## src/rtl/adc_window_stats.sv

```systemverilog
// Windowed statistics over an unsigned ADC sample stream: per-window mean, min,
// max and peak-to-peak, offered on a valid/ready handshake with sticky overrun.
module adc_window_stats #(
   parameter int LOG2_WINDOW = 8,
   parameter int DW          = 12
) (
   input  logic          clk,
   input  logic          rst,
   input  logic          en_i,
   input  logic [DW-1:0] data_i,
   input  logic          valid_i,
   input  logic          clr_overrun_i,
   output logic [DW-1:0] mean_o,
   output logic [DW-1:0] min_o,
   output logic [DW-1:0] max_o,
   output logic [DW-1:0] p2p_o,
   output logic          valid_o,
   input  logic          ready_i,
   output logic          overrun_o
);

   localparam int SW = DW + LOG2_WINDOW;

   logic [LOG2_WINDOW-1:0] count_q, count_d;
   logic [SW-1:0]          sum_q, sum_d;
   logic [DW-1:0]          runMin_q, runMin_d;
   logic [DW-1:0]          runMax_q, runMax_d;
   logic [DW-1:0]          outMean_q, outMean_d;
   logic [DW-1:0]          outMin_q, outMin_d;
   logic [DW-1:0]          outMax_q, outMax_d;
   logic                   valid_q, valid_d;
   logic                   overrun_q, overrun_d;

   logic          accept;
   logic          firstSample;
   logic          lastSample;
   logic          loadResult;
   logic          dropResult;
   logic [SW-1:0] sampleSum;
   logic [DW-1:0] sampleMin;
   logic [DW-1:0] sampleMax;

   // Running statistics including the current sample; the first sample of a
   // window replaces the old state rather than combining with it.
   always_comb begin
      accept      = valid_i & en_i;
      firstSample = (count_q == '0);
      lastSample  = accept && (count_q == {LOG2_WINDOW{1'b1}});
      sampleSum   = firstSample ? {{LOG2_WINDOW{1'b0}}, data_i}
                                : sum_q + {{LOG2_WINDOW{1'b0}}, data_i};
      sampleMin   = (firstSample || (data_i < runMin_q)) ? data_i : runMin_q;
      sampleMax   = (firstSample || (data_i > runMax_q)) ? data_i : runMax_q;
      loadResult  = lastSample && (!valid_q || ready_i);
      dropResult  = lastSample && valid_q && !ready_i;
   end

   always_comb begin
      count_d  = count_q;
      sum_d    = sum_q;
      runMin_d = runMin_q;
      runMax_d = runMax_q;
      if (!en_i || lastSample) begin
         count_d  = '0;
         sum_d    = '0;
         runMin_d = '1;
         runMax_d = '0;
      end else if (accept) begin
         count_d  = count_q + 1'b1;
         sum_d    = sampleSum;
         runMin_d = sampleMin;
         runMax_d = sampleMax;
      end
   end

   // A completed window only replaces the result if the old one is gone or
   // being taken this very edge; otherwise it is dropped and flagged.
   always_comb begin
      outMean_d = outMean_q;
      outMin_d  = outMin_q;
      outMax_d  = outMax_q;
      valid_d   = valid_q;
      overrun_d = overrun_q;
      if (loadResult) begin
         outMean_d = sampleSum[SW-1:LOG2_WINDOW];
         outMin_d  = sampleMin;
         outMax_d  = sampleMax;
         valid_d   = 1'b1;
      end else if (valid_q && ready_i) begin
         valid_d = 1'b0;
      end
      if (dropResult) begin
         overrun_d = 1'b1;
      end else if (clr_overrun_i) begin
         overrun_d = 1'b0;
      end
   end

   always_ff @(posedge clk) begin
      if (rst) begin
         count_q   <= '0;
         sum_q     <= '0;
         runMin_q  <= '1;
         runMax_q  <= '0;
         outMean_q <= '0;
         outMin_q  <= '0;
         outMax_q  <= '0;
         valid_q   <= 1'b0;
         overrun_q <= 1'b0;
      end else begin
         count_q   <= count_d;
         sum_q     <= sum_d;
         runMin_q  <= runMin_d;
         runMax_q  <= runMax_d;
         outMean_q <= outMean_d;
         outMin_q  <= outMin_d;
         outMax_q  <= outMax_d;
         valid_q   <= valid_d;
         overrun_q <= overrun_d;
      end
   end

   assign mean_o    = outMean_q;
   assign min_o     = outMin_q;
   assign max_o     = outMax_q;
   assign p2p_o     = outMax_q - outMin_q;
   assign valid_o   = valid_q;
   assign overrun_o = overrun_q;

endmodule

```

## config.mk

```make
export PLATFORM = sky130hd
export DESIGN_NAME = adc_window_stats
export DESIGN_NICKNAME = d
export VERILOG_FILES = /design/src/rtl/adc_window_stats.sv
export SDC_FILE = /design/constraint.sdc
export NUM_CORES = 1
export LEC_CHECK = 0
export CAP_MARGIN = 40
export CORE_AREA = 2 2 104 106
export CTS_CLUSTER_SIZE = 10
export DETAILED_ROUTE_END_ITERATION = 8
export DIE_AREA = 0 0 106 108
export PLACE_DENSITY = 0.93
export SYNTH_ARGS = -nofsm -noshare
export SYNTH_HDL_FRONTEND = slang
export SYNTH_SLANG_ARGS = --single-unit
```

## constraint.sdc

```tcl
create_clock -name clk -period 6.7 [get_ports clk]
set_clock_uncertainty 0.1 [all_clocks]
set_input_delay 1.005 -clock clk [delete_from_list [all_inputs] [get_ports clk]]
set_output_delay 1.005 -clock clk [all_outputs]
set_load 0.05 [all_outputs]
```

# After elaboration in Yosys (flattened, before gate mapping)
# Index checks and enable logic that the tools add are counted.
classes:
  n_bitwise: 1
  mux: 7
  add_sub_neg: 3
  reduce_logical: 16
  n_lt_le_gt_ge: 2
  eq_ne: 1
ops:
  columns: ["cell", "n"]
  rows:
  - ["$mux 12", 2]
  - ["$add 20x12->20", 1]
  - ["$mux 20", 1]
  - ["$gt 12x12->1", 1]
  - ["$lt 12x12->1", 1]
  - ["$sub 12x12->12", 1]
  - ["$add 8x1->8 const B", 1]
  - ["$eq 8x8->1 const B", 1]
  - ["$logic_not 8->1", 1]
  - ["$logic_and 1x1->1", 5]
  - ["$logic_or 1x1->1", 4]
  - ["$mux 1", 4]
  - ["$reduce_bool 2->1", 2]
  - ["$logic_not 1->1", 3]
  - ["$reduce_or 2->1", 1]
  - ["$and 1x1->1", 1]
word_totals:
  ff_bits: 90
  in_bits: 18
  elab_cells: 39
  output_inout_bits: 50

# Logic depth before layout (Yosys ltp)
logic_depth:
  word_depth: 5
  depth_mapped: 10
  ltp_nobuf: 9

# Least setup slack after synthesis
# No wires, ideal clock.
synth_timing:
  path_type: "reg2out"
  start: "reg outMin_q[2], in the netlist min_o[2]"
  end: "out p2p_o[8]"
  t_required_ns: 5.595
  arrival_ns: 2.653
  stages_incl_launch_ff: 9
  slack_ns: 2.942
  n_path_buf: 0
  path_cell_list: "dfxtp_1 -> inv_1 -> ha_1 -> nor2b_1 -> o21ai_0 -> nand2b_1 -> a311oi_1 -> nor2_1 -> xnor2_1"
synth_between:
  elab_chain_len: 1
synth_lines:
  columns: ["element", "line_no", "source"]
  rows:
  - ["start, declared", "29", "logic [DW-1:0] outMin_q, outMin_d;"]
  - ["start signal, assigned", "115", "outMin_q <= outMin_d;"]
  - ["$sub 12x12->12", "125", "assign p2p_o = outMax_q - outMin_q;"]
  - ["end, declared", "16", "output logic [DW-1:0] p2p_o,"]
# Every way passes these cells.

# Worst setup path in the final report
layout_timing:
  start: "reg outMin_q[1], in the netlist min_o[1]"
  end: "out p2p_o[11]"
# Same word-level chain as after synthesis.

==> summary.md <==
| Metric | Value |
|---|---|
| Min-delay src | mean_o[7] |
| Synth top area cells | dfxtp_1 30%, ha_1 9.9%, a21oi_1 5.1% |
| Final Hold Viols | 0 |
| TritonRoute pass-1 iters | 6 |
| Fmax | between 200 and 250 MHz |
| Leak | 2.72 nW |
| Syn_area_per_cell | 7.83 µm² |
| Core Region | approximately 10000 µm² |
| Initial antenna violation count | 0 |
| Num rows | 37 |
| Clk_lat worst skew | between 0.3 and 0.4 ns |
| Final wirelength | 18000 µm |
| Yosys warns | 0 |
| Gr ovfl total | 0 |
| Drt via density | 6.71 |
| Largest area contributor in the netlist | dfxtp_1 |
| Synth Flop Type | dfxtp_1 |
| Type of origin of the critical path | register |
| Hold WC Path Type | register to register |
| Nets | 878 |
| CTS tree | done |
| Post-Syn Nets | roughly 840 |
| Register area share after synthesis | 0.298 |
| Top cell type's share of synthesized area | 0.298 |
| Count leader, synth | dfxtp_1 |
| Vias | ~6400 |
| # Post-CTS Setup Buffers | 0 |
| H-tree Lvls | 3 |
| First-pass GRT wire length | approximately 29000 µm |
| Detail-routed net length per standard cell | between 15 and 20 µm |
| Cells after Synth | 771 |
| Crit path max fanout | 4 |
| Largest net degree at the start of global routing | 37 |
| Placed Area | 6840 µm² |
| CTS resizes | 0 |
| Crit. Startpoint | min_o[1] |
| Layout area overhead | 17.1% |
| Num CTS Buffers | 9 |
| All-layer global routing usage | 0.312 |
| Cell Area, Synth | 6040 µm² |
| RR Startpoint | runMin_q[9] |
| Clock slew seen by the registers of the worst setup and hold paths | 0.09 ns |
| Global Route met3 Usage | 0.0663 |
| DRT iter0 DRCs | 641 |
| DRC | 0 |
| Share of cells above drive strength 1 | 0.0564 |
| Vias in the first global route | 5991 |
| Hold Buf Count CTS | 0 |
| Register bit total from synthesis | 90 |
| EDFF count, synth | 0 |
| Global route hottest layer | met2 |
| Post-synth ARST share | 0 |
| Worst-Margin Slew | 1.06 ns |
| Slew Limit Fails | 0 |
| TritonCTS Sinks | 90 |
| M2 GR Usage | 0.516 |
| Gp weighted congestion | 0.952 |
| Min Tclk post-route | 4.43 ns |
| IO Port Bufs | 67 |
| Cell area after layout | between 7000 and 8000 µm² |
| Final period util | 0.662 |
| GR Util met1 | 0.391 |
| Die Y | 108 µm |
| Max Cap Viol | 0 |
| Critical path class | register to output pin |
| Die W | 106 µm |
| Die area | 11400 µm² |
| Detail Route Antenna Nets | 0 |
| CP endpoint kind | output pin |
| Setup violators final | 0 |
| Antenna Diode Count | 0 |
| WP data required | ~5.6 ns |
| Clk buf depth | 2 |
| Starting Density | 0.590 |
| Number of distinct library cells after synthesis | 60 |
| Total Neg Setup Slack | 0 ns |
| Root Driver | clkbuf_8 |
| VDD IR max | ~100 µV |
| Status | finished clean |
| Detailed Place HPWL | 12500 µm |
| Max transition margin | 0.295 |
| Top cells by count, synth | 90 x dfxtp_1, 65 x nor2_1, 61 x a21oi_1, 55 x inv_1, 50 x nand2_1 |
| Top Ports | 68 |
| PD cells | 161 nW/µm² |
| RSZ-0062 raised after global routing | no |
| CP arrival | 3.33 ns |
[layout by cell type (no fill, tap or decap), drive strengths merged, types with 4 or more instances in the layout]
| master | instances |
|---|---|
| nand4 | 13 |
| a21oi | 61 |
| ha | 48 |
| buf | 14 |
| o2111ai | 5 |
| or3 | 7 |
| clkbuf | 11 |
| o21ai | 46 |
| nor4 | 27 |
| xnor2 | 11 |
| inv | 56 |
| nand3 | 17 |
| a211oi | 28 |
| a211o | 7 |
| a32oi | 4 |
| o211ai | 23 |
| xor2 | 8 |
| o21a | 4 |
| nor2 | 66 |
| nor3 | 35 |
| and2 | 8 |
| a311oi | 4 |
| nand2 | 50 |
| dfxtp | 90 |
| clkdlybuf4s50 | 67 |
| nor2b | 8 |
| and3 | 6 |
| nand2b | 4 |
| a21o | 13 |
| and4 | 6 |
| o31ai | 29 |
| a221oi | 4 |
[critical path: stages, from the launching register on]
cell	delay, ns
dfxtp_1	0.44
inv_1	0.07
ha_1	0.28
nor2b_1	0.13
o21a_1	0.18
o31ai_1	0.46
a211oi_1	0.17
mux2_2	0.30
o211ai_1	0.09
clkdlybuf4s50_1	0.83
[stage by stage]
stage / total power, mW / util / hold slack, ns / cells / worst slack, ns
4_1_cts: 1.13 / 0.691 / 0.370 / 951 / 2.28
3_5_place_dp: 0.697 / 0.668 / 0.349 / 935 / 2.32
5_1_grt: 1.17 / 0.691 / 0.391 / 951 / 2.12
3_3_place_gp: 0.685 / 0.656 / 0.343 / 926 / 2.41
2_1_floorplan: 0.646 / - / 0.336 / 771 / 2.94
6_report: 1.14 / 0.691 / 0.372 / 951 / 2.27
[cell families (layout without fill, tap and decap cells)]
logic type               Yosys count  after routing  synth area share
XOR/XNOR                          19             19            0.0276
adder cells (fa/ha/maj)           50             50             0.106
AO/OA/AOI/OAI                    243            243             0.271
multiplexers                       5              5           0.00891
flip-flops                        90             90             0.298
AND/OR/NAND/NOR                  256            256             0.216
buffers and inverters            108            152            0.0723
[state kept, by name, summed over array words and instances, names as in the netlist]
register   count
sum_q         20
max_o         12
mean_o        12
min_o         12
runMax_q      12
runMin_q      12
count_q        8
overrun_o      1
valid_o        1
[report_power, final]
group	switching [mW]	internal, mW
Clock	0.217	0.233
Sequential	0.00429	0.540
Combinational	0.0959	0.0506
[path summary, 6_finish.rpt]
path | endpoint | slack [ns] | cells after the start
setup reg to reg | runMin_q[10] | 3.45 | 9
hold / removal | mean_o[7] | 0.37 | 2
hold reg to reg | mean_o[7] | 0.37 | 2
setup / recovery | p2p_o[11] | 2.27 | 9
[area by class of cell]
type	instances	area [µm²]
multi-input cells	573	3830
fillers	747	3160
well taps	136	170
repair buffers	81	833
clock buffers	11	151
inverters	55	206
clock inverters	5	85.1
flip-flops and latches	90	1800
[metal layers]
metal	wire length [µm]	share of wire
met5	0	0
met1	7220	0.40
met3	1770	0.099
met4	717	0.040
met2	8260	0.46
Power figures use the tool's default switching activity.
